===== config.mk =====
export PLATFORM = sky130hd
export DESIGN_NAME = adc_sys_top
export DESIGN_NICKNAME = d
export VERILOG_FILES = /design/src/rtl/adc_pkg.sv /design/src/rtl/adc_chan_meas.sv /design/src/rtl/adc_sys_top.sv
export SDC_FILE = /design/constraint.sdc
export NUM_CORES = 1
export LEC_CHECK = 0
export CAP_MARGIN = 20
export CORE_ASPECT_RATIO = 0.9
export CORE_MARGIN = 2
export CORE_UTILIZATION = 54
export CTS_CLUSTER_DIAMETER = 150
export CTS_CLUSTER_SIZE = 14
export DETAILED_ROUTE_END_ITERATION = 16
export PLACE_DENSITY = 0.8
export SLEW_MARGIN = 30
export SYNTH_ARGS = -nofsm -noshare
export SYNTH_HDL_FRONTEND = slang
export SYNTH_SLANG_ARGS = --single-unit

===== constraint.sdc =====
create_clock -name sys_clk -period 4.9 [get_ports sys_clk]
set_input_delay 1.47 -clock sys_clk [delete_from_list [all_inputs] [get_ports sys_clk]]
set_output_delay 1.47 -clock sys_clk [all_outputs]
set_load 0.05 [all_outputs]

===== src/rtl/adc_pkg.sv =====
// Shared types and helpers for the dual-channel ADC capture path.
// Combinational helpers only: no latency, no backpressure.
package adc_pkg;
    localparam int ADC_W = 14;

    typedef logic signed [ADC_W-1:0] adc_smp_t;

    localparam adc_smp_t SMP_MAX = {1'b0, {(ADC_W-1){1'b1}}};
    localparam adc_smp_t SMP_MIN = {1'b1, {(ADC_W-1){1'b0}}};

    typedef struct packed {
        adc_smp_t         min;
        adc_smp_t         max;
        logic [ADC_W:0]   p2p;
        logic             ovf;
    } meas_t;

    function automatic adc_smp_t ob_to_signed(input logic [ADC_W-1:0] d, input logic offset_bin);
        adc_smp_t s;
        s = offset_bin ? adc_smp_t'({~d[ADC_W-1], d[ADC_W-2:0]}) : adc_smp_t'(d);
        return s;
    endfunction
endpackage


===== src/rtl/adc_chan_meas.sv =====
// One ADC channel: capture register, sign conversion, min/max/ovf window tracker.
// Sample out 1 clk after strobe, window results 1 clk after win_end; no backpressure (free-running).
module adc_chan_meas
    import adc_pkg::*;
#(
    parameter bit OFFSET_BIN = 1'b1
) (
    input  logic             clk,
    input  logic             rst,
    input  logic             strobe,
    input  logic             win_end,
    input  logic [ADC_W-1:0] raw,
    input  logic             of_in,
    output adc_smp_t         data,
    output logic             valid,
    output meas_t            meas
);
    logic     of_q;
    adc_smp_t trk_min;
    adc_smp_t trk_max;
    logic     trk_ovf;
    adc_smp_t nxt_min;
    adc_smp_t nxt_max;
    logic     nxt_ovf;

    // Tracker state including the sample currently on data, so the closing sample counts.
    always_comb begin
        nxt_min = (data < trk_min) ? data : trk_min;
        nxt_max = (data > trk_max) ? data : trk_max;
        nxt_ovf = trk_ovf | of_q;
    end

    always_ff @(posedge clk) begin
        if (rst) begin
            data    <= '0;
            of_q    <= 1'b0;
            valid   <= 1'b0;
            trk_min <= SMP_MAX;
            trk_max <= SMP_MIN;
            trk_ovf <= 1'b0;
            meas    <= '0;
        end else begin
            valid <= strobe;
            if (strobe) begin
                data <= ob_to_signed(raw, OFFSET_BIN);
                of_q <= of_in;
            end
            if (win_end) begin
                meas.min <= nxt_min;
                meas.max <= nxt_max;
                meas.p2p <= {nxt_max[ADC_W-1], nxt_max} - {nxt_min[ADC_W-1], nxt_min};
                meas.ovf <= nxt_ovf;
                trk_min  <= SMP_MAX;
                trk_max  <= SMP_MIN;
                trk_ovf  <= 1'b0;
            end else if (valid) begin
                trk_min <= nxt_min;
                trk_max <= nxt_max;
                trk_ovf <= nxt_ovf;
            end
        end
    end
endmodule


===== src/rtl/adc_sys_top.sv =====
// Dual ADC capture top: sample-clock generation, shutdown control, shared window counter.
// Samples 1 clk after capture strobe, window results 1 clk after last sample; no backpressure.
module adc_sys_top
    import adc_pkg::*;
#(
    parameter int ADC_W      = adc_pkg::ADC_W,
    parameter int CLK_DIV    = 2,
    parameter int WIN_LEN    = 1024,
    parameter bit OFFSET_BIN = 1'b1
) (
    input  logic                    sys_clk,
    input  logic                    sys_rst,
    input  logic [ADC_W-1:0]        ad_porta_data,
    input  logic [ADC_W-1:0]        ad_portb_data,
    input  logic                    ad_ofa,
    input  logic                    ad_ofb,
    output logic                    ad_shdna,
    output logic                    ad_shdnb,
    output logic                    ad_porta_clk,
    output logic                    ad_portb_clk,
    output logic signed [ADC_W-1:0] a_data,
    output logic signed [ADC_W-1:0] b_data,
    output logic                    a_valid,
    output logic                    b_valid,
    output logic signed [ADC_W-1:0] a_min,
    output logic signed [ADC_W-1:0] a_max,
    output logic signed [ADC_W-1:0] b_min,
    output logic signed [ADC_W-1:0] b_max,
    output logic [ADC_W:0]          a_p2p,
    output logic [ADC_W:0]          b_p2p,
    output logic                    a_ovf,
    output logic                    b_ovf,
    output logic                    meas_valid
);
    localparam int HALF = CLK_DIV / 2;
    localparam int CW   = $clog2(CLK_DIV);
    localparam int NW   = $clog2(WIN_LEN);

    logic [CW-1:0] ph;
    logic [CW-1:0] ph_nxt;
    logic [NW-1:0] smp_cnt;
    logic          strobe;
    logic          win_end;
    logic          clk_q;
    logic          shdn;
    meas_t         meas_a;
    meas_t         meas_b;

    // Capture at the ADC clock falling edge, mid data-eye.
    assign strobe  = (ph == CW'(HALF));
    assign ph_nxt  = (ph == CW'(CLK_DIV - 1)) ? '0 : ph + CW'(1);
    assign win_end = a_valid && (smp_cnt == NW'(WIN_LEN - 1));

    always_ff @(posedge sys_clk) begin
        if (sys_rst) begin
            ph         <= '0;
            clk_q      <= 1'b0;
            shdn       <= 1'b1;
            smp_cnt    <= '0;
            meas_valid <= 1'b0;
        end else begin
            ph         <= ph_nxt;
            clk_q      <= (ph_nxt < CW'(HALF));
            shdn       <= 1'b0;
            meas_valid <= win_end;
            if (win_end)
                smp_cnt <= '0;
            else if (a_valid)
                smp_cnt <= smp_cnt + NW'(1);
        end
    end

    assign ad_porta_clk = clk_q;
    assign ad_portb_clk = clk_q;
    assign ad_shdna     = shdn;
    assign ad_shdnb     = shdn;

    adc_chan_meas #(.OFFSET_BIN(OFFSET_BIN)) u_chan_a (
        .clk     (sys_clk),
        .rst     (sys_rst),
        .strobe  (strobe),
        .win_end (win_end),
        .raw     (ad_porta_data),
        .of_in   (ad_ofa),
        .data    (a_data),
        .valid   (a_valid),
        .meas    (meas_a)
    );

    adc_chan_meas #(.OFFSET_BIN(OFFSET_BIN)) u_chan_b (
        .clk     (sys_clk),
        .rst     (sys_rst),
        .strobe  (strobe),
        .win_end (win_end),
        .raw     (ad_portb_data),
        .of_in   (ad_ofb),
        .data    (b_data),
        .valid   (b_valid),
        .meas    (meas_b)
    );

    assign a_min = meas_a.min;
    assign a_max = meas_a.max;
    assign a_p2p = meas_a.p2p;
    assign a_ovf = meas_a.ovf;
    assign b_min = meas_b.min;
    assign b_max = meas_b.max;
    assign b_p2p = meas_b.p2p;
    assign b_ovf = meas_b.ovf;
endmodule


---- After elaboration in Yosys (flattened, before gate mapping) ----
Index checks and enable logic that the tools add are counted.
cells by class
  $add $sub $neg .......................... 4
  equal/unequal tests ..................... 1
  bitwise operators ....................... 4
  order comparisons ....................... 5
  reduce and logical (&&, ||, !) cells .... 2
  multiplexer cells ....................... 6
operator list
  operator                 number
  $mux W14                 4
  $sub A14 B14 Y15         2
  $gt A14 B14 Y1           2
  $lt A14 B14 Y1           2
  $add A10 B1 Y10 const B  1
  $eq A10 B10 Y1 const B   1
  $mux W1                  2
  $not A1 Y1               2
  $or A1 B1 Y1             2
  $reduce_or A2 Y1         1
  $add A1 B1 Y1 const B    1
  $logic_and A1 B1 Y1      1
  $lt A1 B1 Y1 const B     1
word-level totals
  register bits ........................... 191
  input bits .............................. 32

---- Longest topological paths before layout ----
  depth after elaboration ................. 3
  depth in mapped cells ................... 17
  gate-level depth less buffers ........... 15

---- Cells and area by module ----
A second synthesis with hierarchy kept.
unflattened totals
  cell total of the unflattened synthesis .. 1236
  area total of the unflattened synthesis .. 10337.4 um^2
modules (own cells, without submodules)
  module         area each (um^2)  cells an instance  instances
  adc_chan_meas  4855.9            585                2
  adc_sys_top    625.6             66                 1

---- Least setup slack after synthesis ----
OpenSTA, ideal clock, no wires.
  path kind ............................... register to register
  start ................................... register u_chan_b.data[11]
  end ..................................... register u_chan_b.meas[13] in the netlist's numbering
  arrival time ............................ 4.098 ns
  period minus slack after synthesis ...... 4.215 ns
  data required time ...................... 4.783 ns
  setup time .............................. 0.117 ns
  cell stages (with the launch flop) ...... 14
  setup slack ............................. 0.685 ns
  cell sequence ........................... dfxtp_1 > ha_1 > a21o_1 > a2111oi_4 > o22ai_2 > a21oi_4 > buf_6 > mux2i_1 > ha_1 > a211o_1 > o221a_2 > o311a_1 > or3_1 > a32o_1
between the ends
  longest elaborated chain between the ends .. 3
ends and longest elaborated chain
  element                                                  line                                      RTL
  start: declaration                                       adc_chan_meas.sv:14                       output adc_smp_t data,
  start signal: assignment                                 adc_chan_meas.sv:45                       data <= ob_to_signed(raw, OFFSET_BIN);
  $gt A14 B14 Y1 / $lt A14 B14 Y1 (equally long branches)  adc_chan_meas.sv:29, adc_chan_meas.sv:28
  $mux W14, on equally long branches                       adc_chan_meas.sv:29, adc_chan_meas.sv:28
  $sub A14 B14 Y15 *                                       adc_chan_meas.sv:51                       meas.p2p <= {nxt_max[ADC_W-1], nxt_max} - {nxt_min[ADC_W-1], nxt_min};
  end: declaration                                         adc_chan_meas.sv:16                       output meas_t meas
Mark *: on every way between the ends. The rest lies on a longest branch, timed or not.
A chain may end at the register's enable or synchronous reset.

---- Final worst setup path ----
Ends and elaborated chain as after synthesis.

==> impl_results.md <==
- Run status: completed
- Placeable core region: 17700 um2
- Final Hold Viols: 0
- Number of register bits inferred by synthesis: 190
- Worst stage delay on the critical path: 500 ps
- Ratio of routed vias to standard cells: 5.98
- Clock tree from TritonCTS: yes
- Global-route total usage across every layer: 0.282
- Area grow syn2layout: 24.5%
- Critical path fanouts, max: 9
- Sequential cell area: 3810 um2
- Number of nets in the layout: 1344
- Weighted congestion reported at the end of routability-driven placement: 0.892
- Synth Net Count: 1203
- Dpl cell area: 11600 um2
- Clk_lat worst skew: 440 ps
- Worst min-delay path category: reg -> reg
- Post-CTS Resized: 0
- Vertical extent of the die: 132 um
- Leading cell type by number of instances after synthesis: sky130_fd_sc_hd__dfxtp_1
- Share of synthesized registers carrying an async set or reset: 0
- CTS Buffer Depth: 2
- Count of clock tree sinks: 190
- Synth area leaders: sky130_fd_sc_hd__dfxtp_1 39%, sky130_fd_sc_hd__ha_1 11%, sky130_fd_sc_hd__mux2i_1 5.8%
- Largest delay share family, worst path: compound AO/OA/AOI/OAI gates
- Total area of multi-input combinational cells: 5480 um2
- Critical Path Most Common Cell: sky130_fd_sc_hd__ha_1
- Post-route worst setup slack: 571 ps
- Initial cell density of the core: 0.556
- Slew HR: 0.407
- Initial antenna violation count: 0
- Drt wl/cell: 18.4 um
- Clock Skew: 10.7 ps
- Mapped Cells: 1086
- Type of origin of the critical path: flop
- Final period demand of the worst path: 4330 ps
- HPWL after detailed placement: 19.4 mm
- H-tree Lvls: 4
- CTS clk-pin slew, worst paths: 70 ps
- CP Cell Sequence: ha_1 > a21o_1 > a2111oi_4 > o22ai_2 > a21oi_4 > buf_4 > mux2i_1 > ha_1 > a211o_1 > o221a_2 > o311a_1 > or3_1 > a32o_1
- Count of flip-flops with a built-in enable after synthesis: 0
- Num rows: 46
- Number of detailed-route iterations in the first pass: 5
- Number of hold-repair buffers added at the cts stage: 0
- Seq/Total Area, Yosys: 0.386
- Setup violations, final: 0
- Global-route congestion overflow total: 0
- Most used flip-flop cell after synthesis: sky130_fd_sc_hd__dfxtp_1
- Final Total Pwr: 4.02 mW
- Number of fillers in the final layout: 1426
- Number of remaining DRC errors: 0
- Routed via count: 8853
- Antenna diode instance count: 0
- Number of buffer cells added on primary ports: 154
- Initial drt markers: 806
- Pin count of the biggest net entering global routing: 74
- Buf+Inv Stages, Crit Path: 1
- Mean cell area of the mapped netlist: 9.07 um2
- Crit path capture type: flop
- Achievable clock frequency: 0.231 GHz
- Arrival time worst endpoint: 4660 ps
- Data required time of the critical path: 5230 ps
- Slew at the pin with the worst max-slew slack: 887 ps
- PwrDens: 328 nW/um2
- Top-area cell type share of the netlist area: 0.386
- Setup_tns: 0 ps
- Worst slack at placement: 646 ps
- Unrepaired setup endpoints after global routing: false
- Combined area of all synthesized cells: 9850 um2
- Library cells used by synthesis: 71
- Total Routed Length: 27.2 mm
- Final cycle utilization of the critical path: 0.884
- Horizontal die dimension: 146 um
- Number of global-route vias before repair: 8390
- Peak VDD IR: 0.268 mV
- Standby leakage power: 5.06 nW
- Number of top-level pins: 155
- Cell with the biggest individual delay on the critical path: sky130_fd_sc_hd__dfxtp_1
- Postcts setup bufs: 0
- Final core occ: 0.691
- Wire length of the first global-routing pass: 44.1 mm
- Fin area: 12300 um2
- Kind of critical path: reg -> reg
- Number of pins with negative max-slew slack in the final report: 0
- # Max-Cap Violations: 0
- Total die area: 19300 um2
- TritonCTS Buffers: 17
- Number of warning messages in the yosys log: 0
- Top cells by instance count after synthesis: 190 x sky130_fd_sc_hd__dfxtp_1, 120 x sky130_fd_sc_hd__nand2_1, 83 x sky130_fd_sc_hd__ha_1
- CTS Root Buffer Type: sky130_fd_sc_hd__clkbuf_16
- Post-detailed-route count of antenna-violating nets: 0
- Top cell type by total area after synthesis: sky130_fd_sc_hd__dfxtp_1
- Share of cells above drive strength 1: 0.0815
## path summary, 6_finish.rpt
check	depth (start not counted)	to	startpoint	slack, ps
setup / recovery	13	u_chan_b.meas[13]	u_chan_b.data[11]	570
hold / removal	2	u_chan_b.meas[0]	u_chan_b.meas[0]	440
setup reg to reg	13	u_chan_b.meas[13]	u_chan_b.data[11]	570
hold reg to reg	2	u_chan_b.meas[0]	u_chan_b.meas[0]	440
## cell usage in the layout (no fill, tap or decap), drive strengths merged, types with 7 or more instances in the layout
cell / instances
nor2: 64
dfxtp: 190
nor3: 34
nand2: 120
a31oi: 7
or3: 8
inv: 72
a21oi: 24
o211ai: 26
o21ai: 98
a221o: 28
nand3: 36
nand4: 16
nand2b: 17
clkdlybuf4s50: 154
ha: 83
a32o: 7
a211oi: 10
mux2i: 57
clkbuf: 19
o31ai: 30
xnor2: 13
buf: 30
a21o: 11
## worst reg2reg max path, cell delays in order, from the launching register on
cell and delay (ps):
sky130_fd_sc_hd__dfxtp_1 500, sky130_fd_sc_hd__ha_1 300, sky130_fd_sc_hd__a21o_1 210, sky130_fd_sc_hd__a2111oi_4 370, sky130_fd_sc_hd__o22ai_2 190, sky130_fd_sc_hd__a21oi_4 330, sky130_fd_sc_hd__buf_4 260, sky130_fd_sc_hd__mux2i_1 280
sky130_fd_sc_hd__ha_1 320, sky130_fd_sc_hd__a211o_1 350, sky130_fd_sc_hd__o221a_2 260, sky130_fd_sc_hd__o311a_1 300, sky130_fd_sc_hd__or3_1 310, sky130_fd_sc_hd__a32o_1 240
## layout make-up
cell class	count	share of cell area
multi-input cells	764	0.447
flip-flops and latches	190	0.311
repair buffers	184	0.146
clock buffers	19	0.0370
well taps	240	0.0245
inverters	70	0.0214
clock inverters	13	0.0131
## logic make-up after synthesis
family / share of synthesized area
and+or+nand+nor: 0.148
AOI/OAI and AO/OA: 0.219
DFF: 0.386
buffers and inverters: 0.0606
adders and majority gates: 0.110
muxes: 0.0602
xor gates and xnor gates: 0.0160
## per-stage QoR
| stage | cells | hold WS, ps |
|---|---|---|
| after floorplan | 1086 | 431 |
| after global placement | 1444 | 424 |
| after detailed placement | 1448 | 432 |
| after CTS | 1480 | 443 |
| after global routing | 1480 | 467 |
| final | 1480 | 442 |
## state kept, by name (all words and copies together) (netlist names), 10 cells and up
register and cells:
smp_cnt 10, u_chan_a.data 14, u_chan_a.meas 44, u_chan_a.trk_max 14, u_chan_a.trk_min 14, u_chan_b.data 14
u_chan_b.meas 44, u_chan_b.trk_max 14, u_chan_b.trk_min 14
## report_power, final
part	switching [mW]	total [mW]	leakage [nW]	internal [mW]
clock network	0.613	1.44	0.300	0.831
logic	0.575	0.934	3.22	0.359
registers	0.0569	1.64	1.54	1.58
## layer usage
metal  GRT usage  wire [um]
met4      0.0723        309
met2       0.422      11700
met1       0.419      12900
met5           0          0
met3      0.0529       2240
(Power assumes the default switching activity.)
